$ cat src/rtl/rr_bus_arbiter6.sv
// rr_bus_arbiter6 - round-robin arbiter for one shared 32-bit resource port.
//
// Up to six requesters compete for the port. The registered grant index (SEL)
// drives the 3-bit select of the 6-to-1 mux in front of the resource, so only
// the owner's address/data reaches it. A grant is held until the resource
// reports DONE, the owner drops its request, or the hold limit expires.
//
// Ports:
//   CLK      in   system clock, all state changes on the rising edge
//   RST_N    in   synchronous active-low reset
//   REQ      in   [5:0] request levels; bits at index >= NUM_REQ are ignored
//   DONE     in   current transaction on the resource finishes this cycle
//   GNT      out  [5:0] one-hot grant (registered)
//   SEL      out  [2:0] binary owner index, 0 when idle (registered)
//   VALID    out  a grant is active (registered)
//   TIMEOUT  out  one-cycle pulse after a grant is revoked by the hold limit
module rr_bus_arbiter6 #(
    parameter int NUM_REQ  = 6,
    parameter int MAX_HOLD = 16
) (
    input  logic       CLK,
    input  logic       RST_N,
    input  logic [5:0] REQ,
    input  logic       DONE,
    output logic [5:0] GNT,
    output logic [2:0] SEL,
    output logic       VALID,
    output logic       TIMEOUT
);

    typedef enum logic [0:0] {
        ST_IDLE = 1'b0,
        ST_OWN  = 1'b1
    } state_t;

    localparam int              CW       = $clog2(MAX_HOLD + 1);
    localparam logic [6:0]      MASK_W   = (7'd1 << NUM_REQ) - 7'd1;
    localparam logic [5:0]      REQ_MASK = MASK_W[5:0];
    localparam logic [2:0]      LAST_IDX = 3'(NUM_REQ - 1);
    localparam logic [CW-1:0]   HOLD_MAX = CW'(MAX_HOLD);

    // Circular search from ptr upward, wrapping at NUM_REQ-1.
    // Returns {found, index}.
    function automatic logic [3:0] rr_pick(input logic [5:0] req, input logic [2:0] ptr);
        logic [3:0] result;
        logic [3:0] idx;
        logic       found;
        result = 4'd0;
        found  = 1'b0;
        for (int i = 0; i < NUM_REQ; i++) begin
            idx = {1'b0, ptr} + 4'(i);
            if (idx >= 4'(NUM_REQ)) begin
                idx = idx - 4'(NUM_REQ);
            end else begin
                idx = idx;
            end
            if (!found && req[idx[2:0]]) begin
                found  = 1'b1;
                result = {1'b1, idx[2:0]};
            end else begin
                result = result;
            end
        end
        return result;
    endfunction

    state_t         state_r, state_n;
    logic [5:0]     gnt_r, gnt_n;
    logic [2:0]     sel_r, sel_n;
    logic           valid_r, valid_n;
    logic           timeout_r, timeout_n;
    logic [CW-1:0]  cnt_r, cnt_n;
    logic [2:0]     ptr_r, ptr_n;

    logic [5:0]     req_m_s;
    logic           owner_req_s;
    logic           at_limit_s;
    logic           release_s;
    logic [2:0]     nxt_ptr_s;
    logic [2:0]     arb_ptr_s;
    logic [3:0]     pick_s;

    // Release evaluation and arbitration; in OWN the search already uses the
    // post-release pointer so a new owner can be granted without a bubble.
    always_comb begin
        req_m_s     = REQ & REQ_MASK;
        owner_req_s = |(gnt_r & req_m_s);
        at_limit_s  = (cnt_r == HOLD_MAX);
        release_s   = DONE | ~owner_req_s | at_limit_s;
        if (sel_r >= LAST_IDX) begin
            nxt_ptr_s = 3'd0;
        end else begin
            nxt_ptr_s = sel_r + 3'd1;
        end
        if (state_r == ST_OWN) begin
            arb_ptr_s = nxt_ptr_s;
        end else begin
            arb_ptr_s = ptr_r;
        end
        pick_s = rr_pick(req_m_s, arb_ptr_s);
    end

    // Next-state and next-output logic.
    always_comb begin
        state_n   = state_r;
        gnt_n     = gnt_r;
        sel_n     = sel_r;
        valid_n   = valid_r;
        cnt_n     = cnt_r;
        ptr_n     = ptr_r;
        timeout_n = 1'b0;
        case (state_r)
            ST_IDLE: begin
                if (pick_s[3]) begin
                    state_n = ST_OWN;
                    gnt_n   = 6'd1 << pick_s[2:0];
                    sel_n   = pick_s[2:0];
                    valid_n = 1'b1;
                    cnt_n   = CW'(1);
                end else begin
                    state_n = ST_IDLE;
                end
            end
            ST_OWN: begin
                if (release_s) begin
                    ptr_n = nxt_ptr_s;
                    // Timeout only when the hold limit is the sole cause.
                    timeout_n = at_limit_s & ~DONE & owner_req_s;
                    if (pick_s[3]) begin
                        state_n = ST_OWN;
                        gnt_n   = 6'd1 << pick_s[2:0];
                        sel_n   = pick_s[2:0];
                        valid_n = 1'b1;
                        cnt_n   = CW'(1);
                    end else begin
                        state_n = ST_IDLE;
                        gnt_n   = 6'd0;
                        sel_n   = 3'd0;
                        valid_n = 1'b0;
                        cnt_n   = {CW{1'b0}};
                    end
                end else begin
                    if (at_limit_s) begin
                        cnt_n = cnt_r;
                    end else begin
                        cnt_n = cnt_r + CW'(1);
                    end
                end
            end
            default: begin
                state_n = ST_IDLE;
                gnt_n   = 6'd0;
                sel_n   = 3'd0;
                valid_n = 1'b0;
                cnt_n   = {CW{1'b0}};
                ptr_n   = 3'd0;
            end
        endcase
    end

    // State and output registers with synchronous reset.
    always_ff @(posedge CLK) begin
        if (!RST_N) begin
            state_r   <= ST_IDLE;
            gnt_r     <= 6'd0;
            sel_r     <= 3'd0;
            valid_r   <= 1'b0;
            timeout_r <= 1'b0;
            cnt_r     <= {CW{1'b0}};
            ptr_r     <= 3'd0;
        end else begin
            state_r   <= state_n;
            gnt_r     <= gnt_n;
            sel_r     <= sel_n;
            valid_r   <= valid_n;
            timeout_r <= timeout_n;
            cnt_r     <= cnt_n;
            ptr_r     <= ptr_n;
        end
    end

    assign GNT     = gnt_r;
    assign SEL     = sel_r;
    assign VALID   = valid_r;
    assign TIMEOUT = timeout_r;

endmodule

$ cat config.mk
export PLATFORM = sky130hd
export DESIGN_NAME = rr_bus_arbiter6
export DESIGN_NICKNAME = d
export VERILOG_FILES = /design/src/rtl/rr_bus_arbiter6.sv
export SDC_FILE = /design/constraint.sdc
export NUM_CORES = 1
export LEC_CHECK = 0
export ABC_AREA = 1
export ABC_CLOCK_PERIOD_IN_PS = 6850
export BUFFER_PORTS_ARGS = -buffer_cell sky130_fd_sc_hd__buf_4
export CORE_MARGIN = 3
export CORE_UTILIZATION = 50
export CTS_CLUSTER_DIAMETER = 80
export DETAILED_ROUTE_END_ITERATION = 6
export GPL_TIMING_DRIVEN = 1
export PLACE_DENSITY_LB_ADDON = 0.1
export SLEW_MARGIN = 40
export SYNTH_ARGS = -nofsm -noshare
export SYNTH_HDL_FRONTEND = slang
export SYNTH_SLANG_ARGS = --single-unit
$ cat constraint.sdc
create_clock -name CLK -period 6.85 [get_ports CLK]
set_clock_uncertainty 0.05 [all_clocks]
set_input_delay 1.7125 -clock CLK [delete_from_list [all_inputs] [get_ports CLK]]
set_output_delay 1.7125 -clock CLK [all_outputs]
set_load 0.05 [all_outputs]
==> results.md, run 1 <==
- Largest net degree at the start of global routing: 15
- GRT Residual Overflow: 0
- Initial Util: 53.0%
- Final Slew Violations: 0
- Iter 0 DRT Violations: about 100
- Area of the multi-input gates: roughly 1500 um^2
- Post-cts sizing count: 0
- Count leader, synth: nand2_1
- CTS tree: done
- Hold_sp: VALID
- CTS Hold Bufs: 0
- Root Driver: clkbuf_8
- Vias: 2,235
- Site Rows: 23
- Final setup viols: 0
- Reg2Reg Launch Point: SEL[1]
- Total Wirelength: between 5000 and 6000 um
- Critical-path top delay cell: dfxtp_1
- Ys flop type: dfxtp_1
- Placer Congestion: between 0.8 and 0.9
- Top post-synthesis cells by area: dfxtp_1, nand2_1, nand3_1
- Actual slew at the worst max-slew pin: between 0.7 and 0.8 ns
- Remaining antenna violation count: 0
- H-tree Lvls: 1
- Hold path cells: 2
- Largest family of logic cells by synthesized area: simple AND/OR/NAND/NOR gates
- Number of synthesized register bits: 20
- RSZ-0062 raised after global routing: false
- DRT Pass-1 Iters: 4
- Storage element area: approximately 400 um^2
- Compound-Gate Fraction of Synth Area: between 10% and 20%
- CP max stage delay: about 0.45 ns
- Post-synthesis adder-cell area fraction: between 7 and 8%
- Share of cells above drive strength 1: 17.8%
- Crit path launch type: register
- Cell count after synthesis: approximately 350
- Clock Pin Slew Worst Setup and Hold Paths: about 0.080 ns
- DR vias/cell: around 5.3
- Drt drc: 0
- First-pass GRT wire length: ~9000 um
- Crit Reg-Reg Endpoint: GNT[5]
- Number of max-cap violations: 0
- Number of global-route vias before repair: 2,090
- Die W: a little over 70 um
- Fin nets: 393
- Reg2reg setup slack: 3.11 ns
- Critical setup path kind: register to register
- Capturing element type of the critical path: register
- Reg2reg path depth: 25
- Fmax: ~0.27 GHz
- Slew HR: 51.5%
- Hold Path End: VALID
- GR Util All Layers: 21.8%
- Syn Nets: approximately 370
- Final period util: roughly 55%
- Chip height: around 70 um
- CP max FO: 8
- Share of the synthesized area in the top cell type: 18.5%
- WP data required: 6.94 ns
- Setup_tns: 0 ns
- Buf/Inv on CP: 4
- Synth Area in XOR/XNOR: less than 1%
- Critical Path Source: SEL[1]
- Post-CTS setup buffers: 0
- Final worst path period need: 3.74 ns
- Critical Path Most Common Cell: nand2_1
- Worst path top cell family by delay: simple AND/OR/NAND/NOR gates
- Fin. Hold Viols: 0
- YS warnings: 0
- Die area: ~5200 um^2
- Status: finished, final reports clean
- Num ports: 20
- Area Growth Syn to Fin: 11.0%
- Clk Latency, worst-skew pair: roughly 0.26 ns
- Post-synth top cells: nand2_1, nand3_1, inv_1, nor2_1, dfxtp_1
- WL/cell: about 13 um
- Initial antenna violation count: 0
- Sequential share of the synthesized area: a little under a fifth
- Core box area: a little over 4000 um^2
- Syn avg cell area: 6.17 um^2
- Antenna cells: 0
- Post-synthesis async set-or-reset flop share: 0%
- Synth area leader: dfxtp_1
- Clock sink count: 20
- CTS buffer count: 3
- Crit path DAT: 3.84 ns
- I/O Buffers: 19
- HPWL after DPL: roughly 4500 um
- Synth Cell Area: between 2000 and 2500 um^2
- # fillers: 432
- Hold Path Class: register to register
- Post-synthesis mux area share: 0%
- Cell variety after synth: 37
- EDFF count, synth: 0
- Fraction of the mapped netlist area in simple logic gates: 52.6%
- Clk buf depth: 2
==> flip-flops by register name, indices dropped and copies added (netlist names) <==
name / flops
GNT: 6
cnt_r: 5
SEL: 3
ptr_r: 3
TIMEOUT: 1
VALID: 1
state_r: 1
==> final cells by class <==
class | count | area share, %
inverter | 49 | 7.86
clock inverter | 1 | 1.25
sequential | 20 | 16.6
multi-input combinational | 278 | 64.0
tap | 50 | 2.60
clock buffer | 3 | 1.72
timing repair buffer | 19 | 5.93
==> cells by family (layout without fill, tap and decap cells) <==
family                     after synthesis  count (layout)
AOI/OAI and AO/OA                       37              37
xor gates and xnor gates                 2               2
adders and majority gates               13              13
buffers and inverters                   53              72
DFF                                     20              20
and+or+nand+nor                        226             226
==> per-layer routing <==
layer,wire (um),track usage (%),up-vias
met5,0,0,-
met4,82,7.10,0
met3,177,2.66,8
met2,2640,38.9,40
met1,2470,27.0,997
li1,-,-,1190
==> worst max-delay path by stage <==
stage / endpoint / cells past startpoint / slack [ns]
3_5_place_dp: GNT[1] / 14 / 3.02
3_3_place_gp: GNT[1] / 14 / 3.04
2_1_floorplan: GNT[5] / 25 / 3.27
5_1_grt: GNT[5] / 25 / 2.76
4_1_cts: GNT[5] / 26 / 3.13
6_report: GNT[5] / 25 / 3.11
==> tightest hold or removal path: stages, from the launching register on <==
cell and delay, ns:
dfxtp_1 0.32, nand2_1 0.07, a21oi_1 0.05
==> cells in the final DEF (no fill, tap or decap), drive strengths merged, types with 3 or more instances in the layout <==
cell,count
ha,13
nand2,104
inv,48
o21ai,17
nand3,66
a21oi,16
nand4,11
or2,3
dfxtp,20
clkbuf,3
nand3b,4
buf,19
nor2,36
==> metrics by stage <==
step | util, % | hold WS, ns | cells | cell area (um^2) | setup WS, ns
floorplan | - | 0.403 | 351 | 2170 | 3.27
CTS | 58.8 | 0.440 | 420 | 2400 | 3.13
global route | 58.8 | 0.470 | 420 | 2400 | 2.76
global placement | 57.1 | 0.419 | 416 | 2330 | 3.04
detailed placement | 57.1 | 0.417 | 416 | 2330 | 3.02
finish | 58.8 | 0.437 | 420 | 2400 | 3.11
Power of run 1 is not shown: default switching activity piles up to over one toggle a cycle in this logic, so the estimate is an artifact.
==> run 2: changes to the inputs <==
ABC_CLOCK_PERIOD_IN_PS = 3900   (was 6850)
clock period = 3.9 ns   (was 6.85 ns; I/O delays follow)
==> results.md, run 2 (synthesized netlist as in run 1, its figures left out) <==
- Clk buf depth: 2
- Final Slew Violations: 0
- # fillers: roughly 440
- WL/cell: 12.7 um
- Reg2reg setup slack: approximately 0.4 ns
- Max FFs per register: 6
- Remaining antenna violation count: 0
- Initial antenna violation count: 0
- Fin nets: just under 400
- Hold_sp: VALID
- Total Wirelength: about 5400 um
- Critical-path top delay cell: dfxtp_2
- WHS: about 0.42 ns
- Chip height: a little over 70 um
- Critical Path Source: SEL[1]
- Initial Util: about 53%
- HPWL after DPL: between 4000 and 5000 um
- WP data required: approximately 4.0 ns
- Number of global-route vias before repair: 2,042
- Final worst path period need: 3.50 ns
- Iter 0 DRT Violations: 103
- Most common cell after layout, fill and taps aside: nand2_1
- Num ports: 20
- Largest net degree at the start of global routing: 14
- Slew HR: approximately half
- Critical path, cell by cell: inv_1 > ha_1 > nand2_1 > nand3_1 > nand2_1 > nand2_4 > inv_1 > ha_1 > nand3_1 > nand3_1 > nand2_1 > nand2_2 > nand2_1 > nand3_2 > nand3_4 > nor2_8 > nand3b_4 > nor2_8 > nor2_8 > nand2_1 > nor2_1 > nor2_1 > nor2_1
- CTS buffer count: 3
- First-pass GRT wire length: 9210 um
- Die area: slightly above 5000 um^2
- Critical Path Most Common Cell: nand2_1
- Hold Path End: VALID
- Core box area: a little over 4000 um^2
- I/O Buffers: 19
- Die W: ~70 um
- Reg2Reg Launch Point: SEL[1]
- Root Driver: clkbuf_8
- Site Rows: 23
- Fin. Hold Viols: 0
- GRT Residual Overflow: 0
- Status: finished, final reports clean
- Actual slew at the worst max-slew pin: about 0.7 ns
- Crit path DAT: around 3.6 ns
- Number of max-cap violations: 0
- DR vias/cell: roughly 5.3
- Hold path cells: 2
- Clock sink count: 20
- Most frequent cells in the layout: nand2_1, nand3_1, inv_1, nor2_1, buf_4
- Setup_tns: 0 ns
- CTS tree: done
- Drt drc: 0
- Final period util: between 80 and 90%
- Antenna cells: 0
- DRT Pass-1 Iters: 4
- Crit Reg-Reg Endpoint: GNT[5]
- Buf/Inv on CP: 2
- GR Util All Layers: 22.2%
- Vias: 2,243
- CP max stage delay: 0.38 ns
- Clock Pin Slew Worst Setup and Hold Paths: ~0.080 ns
- Crit path launch type: register
- H-tree Lvls: 1
- Fmax: roughly 0.29 GHz
- Worst path top cell family by delay: simple AND/OR/NAND/NOR gates
- Final setup viols: 0
- Area Growth Syn to Fin: 11.0%
- Hold Path Class: register to register
- RSZ-0062 raised after global routing: false
- Critical setup path kind: register to register
- Placer Congestion: about 0.87
- Reg2reg path depth: 23
- Clk Latency, worst-skew pair: approximately 0.26 ns
- Share of cells above drive strength 1: a little under a fifth
- CP max FO: 8
- Capturing element type of the critical path: register
-- run 2: cell count changes in the layout (fill, tap and decap cells not counted), sizes merged --
cell and change:
buf +1, bufinv -1, clkbuf +1
-- run 2: through the flow --
step                instances  cell area [um^2]  utilization (%)  worst slack (ns)
finish                    421              2400             58.8             0.400
global route              421              2400             58.8            0.0272
CTS                       421              2400             58.6             0.302
detailed placement        417              2340             57.3             0.301
global placement          417              2340             57.3             0.354
floorplan                 351              2170                -             0.317
-- run 2: cell type report --
class / count / area, um^2 / area share [%]
Clock buffer: 4 / 55.1 / 2.29
Tap cell: 50 / 62.6 / 2.60
Sequential cell: 20 / 402 / 16.7
Timing Repair Buffer: 20 / 150 / 6.24
Inverter: 49 / 189 / 7.86
Multi-Input combinational cell: 278 / 1550 / 64.3
-- run 2: repair_timing --
item	in CTS	in global routing
hold buffers	0	0
endpoints found under the hold margin	0	0
setup endpoints to repair	0	8
gates resized for setup	0	3
setup buffers	0	0
-- run 2: worst max-delay path by stage --
stage	to	cells past startpoint
floorplan	GNT[5]	25
global placement	GNT[5]	23
detailed placement	GNT[5]	24
CTS	GNT[5]	24
global route	GNT[5]	24
finish	GNT[5]	23
-- run 2: routing by layer --
metal  share of wire (%)  up-vias  GRT usage [%]  wire length [um]
met2                  50       32           39.5              2650
li1                    -     1193              -                 -
met1                  47     1014           28.3              2490
met3                 2.9        4           2.10               156
met5                   0        -              0                 0
met4                 1.0        0           6.47                54
-- run 2: worst register-to-register path, cell delays in order, from the launching register on --
cell,delay [ns]
dfxtp_2,0.38
inv_1,0.05
ha_1,0.19
nand2_1,0.14
nand3_1,0.12
nand2_1,0.18
nand2_4,0.11
inv_1,0.14
ha_1,0.29
nand3_1,0.18
nand3_1,0.18
nand2_1,0.10
nand2_2,0.12
nand2_1,0.07
nand3_2,0.14
nand3_4,0.11
nor2_8,0.17
nand3b_4,0.13
nor2_8,0.16
nor2_8,0.06
nand2_1,0.14
nor2_1,0.05
nor2_1,0.08
nor2_1,0.04
Power of run 2 is left out for the same reason.
